[src/rtl/led_pwm_pkg.sv]
// Shared definitions for the LED PWM bank.
//   - default parameter values for channel count, prescaler width and phase width
//   - channel mode encoding
//   - led_eval: output level of one channel for a given mode
package led_pwm_pkg;

  localparam int NCH_DEF = 4;
  localparam int PW_DEF  = 26;
  localparam int DW_DEF  = 8;

  typedef enum logic [1:0] {
    MODE_OFF   = 2'b00,
    MODE_ON    = 2'b01,
    MODE_BLINK = 2'b10,
    MODE_PWM   = 2'b11
  } led_mode_e;

  // blink_bit is the phase MSB, pwm_hit is (phase < duty).
  function automatic logic led_eval(input led_mode_e mode,
                                    input logic      blink_bit,
                                    input logic      pwm_hit);
    logic level;
    case (mode)
      MODE_OFF:   level = 1'b0;
      MODE_ON:    level = 1'b1;
      MODE_BLINK: level = blink_bit;
      MODE_PWM:   level = pwm_hit;
      default:    level = 1'b0;
    endcase
    return level;
  endfunction

endpackage

[src/rtl/mod_counter.sv]
// Modulo counter: counts 0..limit while en is high, then returns to 0.
// Ports:
//   clk, rst_n : clock, asynchronous active-low reset
//   en         : advance enable
//   limit      : last count value before wrapping
//   q          : current count
//   wrap       : combinational, high in the cycle whose edge returns q to 0
// A limit lowered below the current count wraps on the next enabled edge.
module mod_counter
  import led_pwm_pkg::*;
#(
  parameter int WIDTH = 8
) (
  input  logic             clk,
  input  logic             rst_n,
  input  logic             en,
  input  logic [WIDTH-1:0] limit,
  output logic [WIDTH-1:0] q,
  output logic             wrap
);

  logic [WIDTH-1:0] cnt_r;
  logic             at_limit_s;

  assign at_limit_s = (cnt_r >= limit);
  assign wrap       = en & at_limit_s;
  assign q          = cnt_r;

  // Count register: advance or wrap when enabled, hold otherwise.
  always_ff @(posedge clk or negedge rst_n) begin
    if (!rst_n) begin
      cnt_r <= {WIDTH{1'b0}};
    end else if (en) begin
      if (at_limit_s) begin
        cnt_r <= {WIDTH{1'b0}};
      end else begin
        cnt_r <= cnt_r + {{(WIDTH-1){1'b0}}, 1'b1};
      end
    end else begin
      cnt_r <= cnt_r;
    end
  end

endmodule

[src/rtl/led_pwm_bank.sv]
// Bank of NCH LED channels driven from a shared prescaler and phase counter.
// Ports:
//   CLK, RESETN : clock, asynchronous active-low reset
//   EN          : 1 = prescaler/phase run, 0 = hold (config becomes transparent)
//   DIV         : prescaler divisor, one tick every DIV+1 enabled cycles
//   MODE        : 2 bits per channel (OFF/ON/BLINK/PWM), ch i at [2i+1:2i]
//   DUTY        : DW bits per channel, ch i at [DW*i+DW-1:DW*i]
//   LED         : registered channel outputs
//   TICK, WRAP  : registered one-cycle pulses for prescaler / phase wrap
//   PHASE       : current phase count
// MODE/DUTY are copied into shadow registers only at a phase wrap while
// running, so a PWM period never mixes two configurations.
module led_pwm_bank
  import led_pwm_pkg::*;
#(
  parameter int NCH = NCH_DEF,
  parameter int PW  = PW_DEF,
  parameter int DW  = DW_DEF
) (
  input  logic              CLK,
  input  logic              RESETN,
  input  logic              EN,
  input  logic [PW-1:0]     DIV,
  input  logic [2*NCH-1:0]  MODE,
  input  logic [DW*NCH-1:0] DUTY,
  output logic [NCH-1:0]    LED,
  output logic              TICK,
  output logic              WRAP,
  output logic [DW-1:0]     PHASE
);

  logic              tick_s;
  logic              wrap_s;
  logic [PW-1:0]     pre_q_unused_s;
  logic [DW-1:0]     phase_s;
  logic [2*NCH-1:0]  mode_sh_r;
  logic [DW*NCH-1:0] duty_sh_r;
  logic [NCH-1:0]    led_next_s;
  logic [NCH-1:0]    led_r;
  logic              tick_r;
  logic              wrap_r;

  mod_counter #(.WIDTH(PW)) u_prescaler (
    .clk   (CLK),
    .rst_n (RESETN),
    .en    (EN),
    .limit (DIV),
    .q     (pre_q_unused_s),
    .wrap  (tick_s)
  );

  // tick_s is already gated by EN, so the phase holds whenever EN is low.
  mod_counter #(.WIDTH(DW)) u_phase (
    .clk   (CLK),
    .rst_n (RESETN),
    .en    (tick_s),
    .limit ({DW{1'b1}}),
    .q     (phase_s),
    .wrap  (wrap_s)
  );

  // Shadow config: load at the period boundary, or continuously while held.
  always_ff @(posedge CLK or negedge RESETN) begin
    if (!RESETN) begin
      mode_sh_r <= {(2*NCH){1'b0}};
      duty_sh_r <= {(DW*NCH){1'b0}};
    end else if (wrap_s || !EN) begin
      mode_sh_r <= MODE;
      duty_sh_r <= DUTY;
    end else begin
      mode_sh_r <= mode_sh_r;
      duty_sh_r <= duty_sh_r;
    end
  end

  for (genvar i = 0; i < NCH; i++) begin : g_ch
    assign led_next_s[i] = led_eval(led_mode_e'(mode_sh_r[2*i +: 2]),
                                    phase_s[DW-1],
                                    (phase_s < duty_sh_r[DW*i +: DW]));
  end

  // Output registers: LED from current phase/shadow, pulses delayed one cycle.
  always_ff @(posedge CLK or negedge RESETN) begin
    if (!RESETN) begin
      led_r  <= {NCH{1'b0}};
      tick_r <= 1'b0;
      wrap_r <= 1'b0;
    end else begin
      led_r  <= led_next_s;
      tick_r <= tick_s;
      wrap_r <= wrap_s;
    end
  end

  assign LED   = led_r;
  assign TICK  = tick_r;
  assign WRAP  = wrap_r;
  assign PHASE = phase_s;

endmodule
[config.mk]
export PLATFORM = sky130hd
export DESIGN_NAME = led_pwm_bank
export DESIGN_NICKNAME = d
export VERILOG_FILES = /design/src/rtl/led_pwm_pkg.sv /design/src/rtl/mod_counter.sv /design/src/rtl/led_pwm_bank.sv
export SDC_FILE = /design/constraint.sdc
export NUM_CORES = 1
export LEC_CHECK = 0
export ABC_CLOCK_PERIOD_IN_PS = 5550
export CORE_MARGIN = 2
export CORE_UTILIZATION = 41
export CTS_BUF_LIST = sky130_fd_sc_hd__clkbuf_2 sky130_fd_sc_hd__clkbuf_4 sky130_fd_sc_hd__clkbuf_8
export DETAILED_ROUTE_END_ITERATION = 8
export PLACE_DENSITY_LB_ADDON = 0.08
export REMOVE_ABC_BUFFERS = 1
export SYNTH_ARGS = -nofsm -noshare
export SYNTH_HDL_FRONTEND = slang
export SYNTH_SLANG_ARGS = --single-unit
[constraint.sdc]
create_clock -name CLK -period 5.55 [get_ports CLK]
set_input_delay 1.11 -clock CLK [delete_from_list [all_inputs] [get_ports CLK]]
set_output_delay 1.11 -clock CLK [all_outputs]
set_load 0.03 [all_outputs]
Word level (Yosys, flattened, before mapping)

Cells that the tools add are included.

Bits in registers: 80
Input port bits: 69
Output and inout bits: 14

Add/sub/neg operators: 2
Magnitude comparators: 6
Eq/ne operators: 12
Multiplexer cells: 6
Bitwise logic cells: 2
Reduce and logical (&&, ||, !) cells: 6

Operator list:

| cell                                                            | count |
|---|---|
| 8-bit < comparator                                              | 4 |
| 26-bit by 1-bit adder with 26-bit output, second input constant | 1 |
| 26-bit >= comparator                                            | 1 |
| 26-bit 2-to-1 mux                                               | 1 |
| 2-bit == test, second input constant                            | 8 |
| 1-bit case mux with 4 select lines                              | 4 |
| 8-bit by 1-bit adder with 8-bit output, second input constant   | 1 |
| 2-bit by 1-bit == test with 1-bit output, second input constant | 4 |
| 8-bit >= comparator, second input constant                      | 1 |
| 2-bit logical NOT                                               | 4 |
| 8-bit 2-to-1 mux                                                | 1 |
| 1-bit AND                                                       | 2 |
| 1-bit logical NOT                                               | 1 |
| 1-bit logical OR                                                | 1 |

Longest topological paths before layout

Gate-level depths: netlist of run 1.

Depth in word-level cells: 4
Gate-level depth with buffers: 10
Mapped depth without buffers: 8

Hierarchy

A second synthesis of run 1 with hierarchy kept.

Cells, all modules: 537
Area total of the unflattened synthesis: 4,947.2 µm²

Modules (own cells, without submodules):

| module                     | times used | cells an instance | area each (µm²) |
|---|---|---|---|
| led_pwm_bank               | 1          | 236               | 2,377.3 |
| mod_counter at u_prescaler | 1          | 231               | 1,973.1 |
| mod_counter at u_phase     | 1          | 70                | 596.8 |

Least setup slack after synthesis of run 1

OpenSTA, ideal clock, no wires.

Kind: input to register
Start point: input port DIV[25]
End point: register duty_sh_r[0]
Arrival time: 2,943 ps
Setup slack: 2,481 ps
Cell stages on the path: 9
Buffers on the path: 1
Path through: inv_1 ha_1 nand4_1 nor4_2 a22o_1 nor3_2 o211ai_2 buf_6 mux2_4

Word-level cells in the longest chain between the ends: 4

Ends and longest elaborated chain:

| what                    | RTL line           | source |
|---|---|---|
| start: declaration      | led_pwm_bank.sv:23 | `input logic [PW-1:0] DIV,` |
| 26-bit >= comparator    | mod_counter.sv:25  | `assign at_limit_s = (cnt_r >= limit);` |
| 1-bit AND (2 in series) | mod_counter.sv:26  | `assign wrap = en & at_limit_s;` |
| 1-bit logical OR        | led_pwm_bank.sv:67 | `end else if (wrap_s \|\| !EN) begin` |
| end signal: assignment  | led_pwm_bank.sv:66 | `duty_sh_r <= {(DW*NCH){1'b0}};` |
| end signal: assignment  | led_pwm_bank.sv:72 | `duty_sh_r <= duty_sh_r;` |
| end: declaration        | led_pwm_bank.sv:37 | `logic [DW*NCH-1:0] duty_sh_r;` |

Every way passes these cells.
A chain may end at the register's enable or synchronous reset.

Worst setup path in the final report of run 1

Start point: input port DIV[25]
End point: register duty_sh_r[17]

The elaborated chain is that of the path after synthesis.

==> metrics.md, run 1 <==
| Metric | Value |
|---|---|
| Status | `finished clean` |
| Die X | `113.3 um` |
| Sequential area share after synthesis | `0.4086` |
| Post-DP HPWL | `7.244 mm` |
| FFs w/ async S/R, synth | `1.000` |
| Max Cap Violations | `0` |
| Fin Setup TNS | `0 ps` |
| Row count | `39` |
| Grt ovf | `0` |
| Nets | `672` |
| Die height | `113.3 um` |
| Max_slew headroom | `0.3372` |
| Post-synthesis mux area share | `0.1292` |
| Req. time, crit path | `5780 ps` |
| R2R Path Start | `u_prescaler.q[25]` |
| DRT Wirelength | `9.969 mm` |
| Final Hold Vio Count | `0` |
| Maximum vdd drop | `142.2 uV` |
| XOR/XNOR Fraction of Synth Area | `0.04469` |
| RSZ-0062 raised after global routing | `false` |
| GR Util met3 | `0.03856` |
| Leakage power | `3.140 nW` |
| Main combinational cell family by area after synthesis | `adder cells` |
| Vias per inst | `5.022` |
| Vias post-DR | `3485` |
| Crit path time final | `3882 ps` |
| Power per Cell Area | `235.0 nW/um^2` |
| Number of synthesis warnings | `0` |
| CTS hold repair buffers | `0` |
| Placed instance area | `5864 um^2` |
| Core area | `11560 um^2` |
| Final clock skew | `11.53 ps` |
| CTS Sinks | `80` |
| Top cell type's share of synthesized area | `0.4086` |
| Post-Synth Simple-Gate Area | `0.1103` |
| Setup Fix Bufs, Post-CTS | `0` |
| Die ar. | `12840 um^2` |
| #FFs+latches synth | `80` |
| # H-tree levels | `3` |
| Gpl congestion | `0.7654` |
| WP data arrival | `4110 ps` |
| EDFF count, synth | `0` |
| Compound-gate portion of the synthesized area | `0.09908` |
| First-pass GRT wire length | `16.96 mm` |
| CP Capture Type | `register` |
| FMAX | `257.6 MHz` |
| Setup-failing EPs final | `0` |
| Share of layout cells above drive strength 1 | `0.1216` |
| CTS resizes | `0` |
| Met2 GRT Util | `0.2838` |
| Post-Synthesis Cells | `460` |
| Crit path max-delay cell type | `nor3_2` |
| DR WL/cell | `14.36 um` |
| Pin count of the biggest net entering global routing | `47` |
| GRT met1 Usage | `0.2137` |
| Slew @ Worst Pin | `988.9 ps` |
| Ys flop type | `dfrtp_1` |
| HP Class | `register to register` |
| Cell taking the most area after synthesis | `dfrtp_1` |
| CTS clk-pin slew, worst paths | `80 ps` |
| CP startpoint | `DIV[25]` |
| Design area | `6088 um^2` |
| Grt peak-use layer | `met2` |
| Initial antenna violation count | `0` |
| DRT antenna net count | `0` |
| Overall Global Routing Usage | `0.1663` |
| Root buffer cell | `clkbuf_8` |
| Adder-Cell Fraction of Synth Area | `0.1430` |
| Post-Syn Area | `4900 um^2` |
| Synth cell types | `41` |
| Final Slew Violations | `0` |
| Area growth, synth to finish | `24.26%` |
| Buffer and inverter count on the worst path | `3` |
| Synth area leaders | `dfrtp_1, ha_1, mux2_4, inv_1, a21o_1` |
| Port bufs | `82` |
| DRC viols | `0` |
| Type of the worst setup path | `input pin to register` |
| Initial Utilization | `0.4237` |
| CP delay by family, top | `simple AND/OR/NAND/NOR gates` |
| Fin crit share | `0.6994` |
| Highest cell delay on the worst timing path | `740 ps` |
| Clk_lat worst skew | `350 ps` |
| Max Buffers Root-to-Sink | `2` |
| Vias in the first global route | `3646` |
| HP Start | `mode_sh_r[2]` |
| Iter 0 DRT Violations | `121` |
| CTS tree | `yes` |
| N_diodes | `0` |
| Worst-path fanout max | `40` |
| # IOs | `83` |
| CP cell instances | `clkdlybuf4s50_1 > inv_1 > ha_1 > nand4_1 > nor4_2 > a22o_1 > nor3_2 > o211ai_4 > buf_4 > mux2_4` |
| Startpoint types | `input pin` |
| Inserted Clock Buffers | `9` |
| Syn Area/Cell | `10.65 um^2` |
| Detailed Routing Iterations Pass 1 | `4` |
layer usage:
layer  vias up  wire length (um)  part of all wire
met3         8               369             0.037
met4         0               102             0.010
met1      1653              4670              0.47
met2        68              4826              0.48
li1       1756                 -                 -
met5         -                 0                 0
cell type report:
class,instances,area (um^2)
clock buffers,12,158.9
repair buffers,86,848.3
fillers,1081,5477
flip-flops and latches,80,2002
multi-input cells,305,2591
well taps,143,178.9
clock inverters,3,65.06
inverters,65,244.0
cell usage after synthesis (all sizes together) (2+ instances only):
cell     count
dfrtp       80
inv         64
ha          56
mux2        42
nor2        36
a21oi       23
a21o        18
nand2       15
xnor2       14
nand3       13
o21ai       13
nand4       12
and3        11
xor2        11
buf         10
a211oi       6
a31oi        6
nor3         5
nand2b       4
nor3b        3
a22o         2
o211ai       2
o2bb2ai      2
state kept, by name (all words and copies together), names as in the netlist:
signal / flops
mode_sh_r: 8
duty_sh_r: 32
WRAP: 1
u_prescaler.q: 26
LED: 4
u_phase.q: 8
TICK: 1
metrics by stage:
step / setup slack (ps) / cells / total power, mW / util / hold slack, ps
6_report: 1668 / 694 / 1.431 / 0.5265 / 502.3
3_3_place_gp: 1396 / 679 / 0.9474 / 0.5071 / 483.5
4_1_cts: 1669 / 694 / 1.456 / 0.5265 / 503.7
3_5_place_dp: 1283 / 679 / 0.9572 / 0.5071 / 477.3
5_1_grt: 1522 / 694 / 1.518 / 0.5265 / 523.5
2_1_floorplan: 1114 / 450 / 0.8464 / - / 451.3
power breakdown:
part	internal (mW)	switching (mW)	leakage [nW]
Clock	0.280	0.209	0.116
Sequential	0.634	0.0452	0.997
Combinational	0.151	0.112	2.03
Total	1.07	0.366	3.14
layout by cell type (no fill, tap or decap), types with 14 or more instances in the layout:
cell,instances
clkdlybuf4s50_1,81
dfrtp_1,80
inv_1,64
ha_1,56
mux2_4,40
nor2_1,36
a21oi_1,22
a21o_1,18
nand2_1,15
xnor2_1,14
cell families (layout without fill, tap and decap cells):
| logic type | count (synthesis) | count (layout) |
|---|---|---|
| AOI/OAI and AO/OA | 76 | 76 |
| xor gates and xnor gates | 25 | 25 |
| adders and majority gates | 56 | 56 |
| buffers and inverters | 75 | 166 |
| DFF | 80 | 80 |
| muxes | 43 | 43 |
| and+or+nand+nor | 105 | 105 |
path summary, 6_finish.rpt:
| check | end | slack [ps] | depth (start not counted) |
|---|---|---|---|
| setup / recovery | duty_sh_r[17] | 1670 | 10 |
| hold / removal | LED[1] | 500 | 1 |
| setup reg to reg | duty_sh_r[17] | 2500 | 8 |
| hold reg to reg | LED[1] | 500 | 1 |
| max in group asynchronous | mode_sh_r[3] | 3880 | 2 |
| min in group asynchronous | u_prescaler.q[10] | 720 | 1 |
Power figures use the tool's default switching activity.
==> run 2, diff against run 1 <==
--- a/config.mk
+++ b/config.mk
@@ -5,7 +5,7 @@
 export SDC_FILE = /design/constraint.sdc
 export NUM_CORES = 1
 export LEC_CHECK = 0
-export ABC_CLOCK_PERIOD_IN_PS = 5550
+export ABC_CLOCK_PERIOD_IN_PS = 3700
 export CORE_MARGIN = 2
 export CORE_UTILIZATION = 41
 export CTS_BUF_LIST = sky130_fd_sc_hd__clkbuf_2 sky130_fd_sc_hd__clkbuf_4 sky130_fd_sc_hd__clkbuf_8
==> constraint.sdc (replaced) <==
create_clock -name CLK -period 3.7 [get_ports CLK]
set_input_delay 0.74 -clock CLK [delete_from_list [all_inputs] [get_ports CLK]]
set_output_delay 0.74 -clock CLK [all_outputs]
set_load 0.03 [all_outputs]
==> run 2 against run 1 <==
- final cell count is 0.58% higher
- via count is 0.37% lower
- sequential share of layout area hardly changed
- clock-buffer cell count is 3 lower
- critical endpoint is now duty_sh_r[24]
- non-clock buffer count is 3 higher
- highest routed layer unchanged
- register-to-register slack worse by 1600 ps
==> metrics.md, run 2 (same netlist as run 1, synthesis figures left out) <==
| Metric | Value |
|---|---|
| CTS Sinks | `80 (unchanged)` |
| Flop pwr share | `0.506 (+0.032)` |
| Max Buffers Root-to-Sink | `2 (unchanged)` |
| HP Start | `mode_sh_r[6]` |
| DRT antenna net count | `0 (unchanged)` |
| Net Sw Frac | `0.2917 (+0.03601)` |
| CTS resizes | `0 (unchanged)` |
| Commonest cells after routing, fill and taps aside | `clkdlybuf4s50_1, dfrtp_1, inv_1` |
| DRT Wirelength | `9.568 mm (-4.0%)` |
| DRC viols | `0 (unchanged)` |
| Final clock skew | `17.38 ps (+5.846 ps)` |
| Worst-path fanout max | `40 (unchanged)` |
| Buffer and inverter count on the worst path | `3 (unchanged)` |
| Top reg by flops | `duty_sh_r` |
| DR WL/cell | `13.71 um (-4.6%)` |
| Internal power | `1.427 mW (+34%)` |
| CTS hold repair buffers | `0 (unchanged)` |
| R2R Path Start | `u_prescaler.q[25]` |
| Setup-failing EPs final | `0 (unchanged)` |
| Nets | `675 (+0.45%)` |
| # IOs | `83 (unchanged)` |
| Maximum vdd drop | `283.6 uV (+99%)` |
| Die X | `113.3 um (unchanged)` |
| Row count | `39 (unchanged)` |
| Die height | `113.3 um (unchanged)` |
| Final Slew Violations | `0 (unchanged)` |
| Crit path time final | `3273 ps` |
| Vias per inst | `4.974 (-0.94%)` |
| WP data arrival | `3530 ps (-580 ps)` |
| Psw | `587.4 uW (+61%)` |
| Clk_lat worst skew | `380 ps (+30 ps)` |
| Inserted Clock Buffers | `9 (unchanged)` |
| Fin Setup TNS | `0 ps (unchanged)` |
| Core area | `11560 um^2 (unchanged)` |
| Max_slew headroom | `0.3170 (-0.02014)` |
| Grt ovf | `0 (unchanged)` |
| Pin count of the biggest net entering global routing | `81 (+72%)` |
| Worst R2R Setup Slack | `870 ps (-1630 ps)` |
| Req. time, crit path | `3960 ps (-1820 ps)` |
| Final Hold Vio Count | `0 (unchanged)` |
| Vias in the first global route | `3496 (-4.1%)` |
| Layout Utilization | `0.5257 (-0.0007570)` |
| # H-tree levels | `3 (unchanged)` |
| Detailed Routing Iterations Pass 1 | `4 (unchanged)` |
| Share of layout cells above drive strength 1 | `0.1279 (+0.006331)` |
| Port bufs | `82 (unchanged)` |
| HP Class | `register to register` |
| Overall Global Routing Usage | `0.1620 (-0.004307)` |
| Reg-to-Reg End | `duty_sh_r[24]` |
| Iter 0 DRT Violations | `141 (+17%)` |
| Type of the worst setup path | `input pin to register` |
| RSZ-0062 raised after global routing | `false` |
| Post-DP HPWL | `6.920 mm (-4.5%)` |
| First-pass GRT wire length | `16.35 mm (-3.6%)` |
| Slew @ Worst Pin | `1024 ps (+35.60 ps)` |
| Vias post-DR | `3472 (-0.37%)` |
| Power per Cell Area | `331.3 nW/um^2 (+41%)` |
| Initial antenna violation count | `0 (unchanged)` |
| Area growth, synth to finish | `24.08%` |
| Initial Utilization | `0.4237 (unchanged)` |
| Leakage power | `3.135 nW (-0.16%)` |
| Highest cell delay on the worst timing path | `710 ps (-30 ps)` |
| CP Capture Type | `register` |
| N_diodes | `0 (unchanged)` |
| Largest register FFs | `32 (unchanged)` |
| CTS clk-pin slew, worst paths | `90 ps (about the same)` |
| Clock power share | `0.299 (-0.043)` |
| Die ar. | `12840 um^2 (unchanged)` |
| Setup Fix Bufs, Post-CTS | `0 (unchanged)` |
| Worst hold endpoint | `LED[3]` |
| CP delay by family, top | `simple AND/OR/NAND/NOR gates` |
| Status | `finished clean` |
| Max Cap Violations | `0 (unchanged)` |
| FF-to-FF path depth | `8 (unchanged)` |
| Fin crit share | `0.8846` |
| Root buffer cell | `clkbuf_8` |
| Hold Crit Depth | `1 (unchanged)` |
| Commonest non-fill, non-tap cell in the layout | `clkdlybuf4s50_1` |
| Logic gate share of total power | `0.194 (+0.010)` |
| Crit path max-delay cell type | `nor3_2` |
| Startpoint types | `input pin` |
| CP cell instances | `clkdlybuf4s50_1 > inv_1 > ha_1 > nand4_1 > nor4_2 > a22o_1 > nor3_2 > o211ai_4 > buf_12 > mux2_4` |
| CTS tree | `yes` |
| FMAX | `305.5 MHz` |
| Gpl congestion | `0.7540 (-1.5%)` |
==> run 2: changes by cell type in the layout (fill, tap and decap cells not counted), sizes merged <==
cell / change
buf: +3
inv: +1
bufinv: -2
clkbuf: -3
clkinvlp: +1
clkinv: +4
==> run 2: per-layer routing <==
layer | vias to the layer above | routed length, um | share of wire | GRT usage
met2 | 54 | 4432 | 0.46 | 0.2691
met5 | - | 0 | 0 | 0
met1 | 1634 | 4646 | 0.49 | 0.2087
li1 | 1772 | - | - | -
met3 | 12 | 341 | 0.036 | 0.03696
met4 | 0 | 147 | 0.015 | 0.05610
==> run 2: final cells by class <==
class,instances,area [um^2]
sequential,80,2002
timing repair buffer,89,883.3
clock buffer,9,123.9
fill,1061,5485
tap,143,178.9
clock inverter,7,56.30
multi-input combinational,305,2591
inverter,65,244.0
==> run 2: worst max-delay path by stage <==
stage	start	end	slack, ps	cells after the start
after floorplan	DIV[25]	duty_sh_r[0]	-370	8
after global placement	DIV[25]	mode_sh_r[6]	100	10
after detailed placement	DIV[25]	duty_sh_r[16]	60	10
after CTS	DIV[25]	duty_sh_r[21]	460	10
after global routing	DIV[25]	duty_sh_r[19]	250	10
final	DIV[25]	duty_sh_r[24]	430	10
==> run 2: metrics by stage <==
step	worst slack, ps	total power, mW	std cells	hold slack (ps)	area [um^2]
after global placement	97.88	1.421	682	481.1	5899
after CTS	465.0	2.043	698	497.5	6080
after floorplan	-365.9	1.270	450	444.4	4825
after global routing	250.3	2.137	698	515.1	6080
after detailed placement	61.98	1.433	682	473.1	5899
final	426.9	2.014	698	498.5	6080
==> run 2: power groups by stage <==
| stage | Sequential, mW | Combinational (mW) | Clock, mW |
|---|---|---|---|
| 2_1_floorplan | 1.03 | 0.244 | 0 |
| 3_3_place_gp | 1.03 | 0.386 | 0 |
| 3_5_place_dp | 1.04 | 0.397 | 0 |
| 4_1_cts | 1.02 | 0.398 | 0.624 |
| 5_1_grt | 1.03 | 0.448 | 0.656 |
| 6_report | 1.02 | 0.391 | 0.603 |
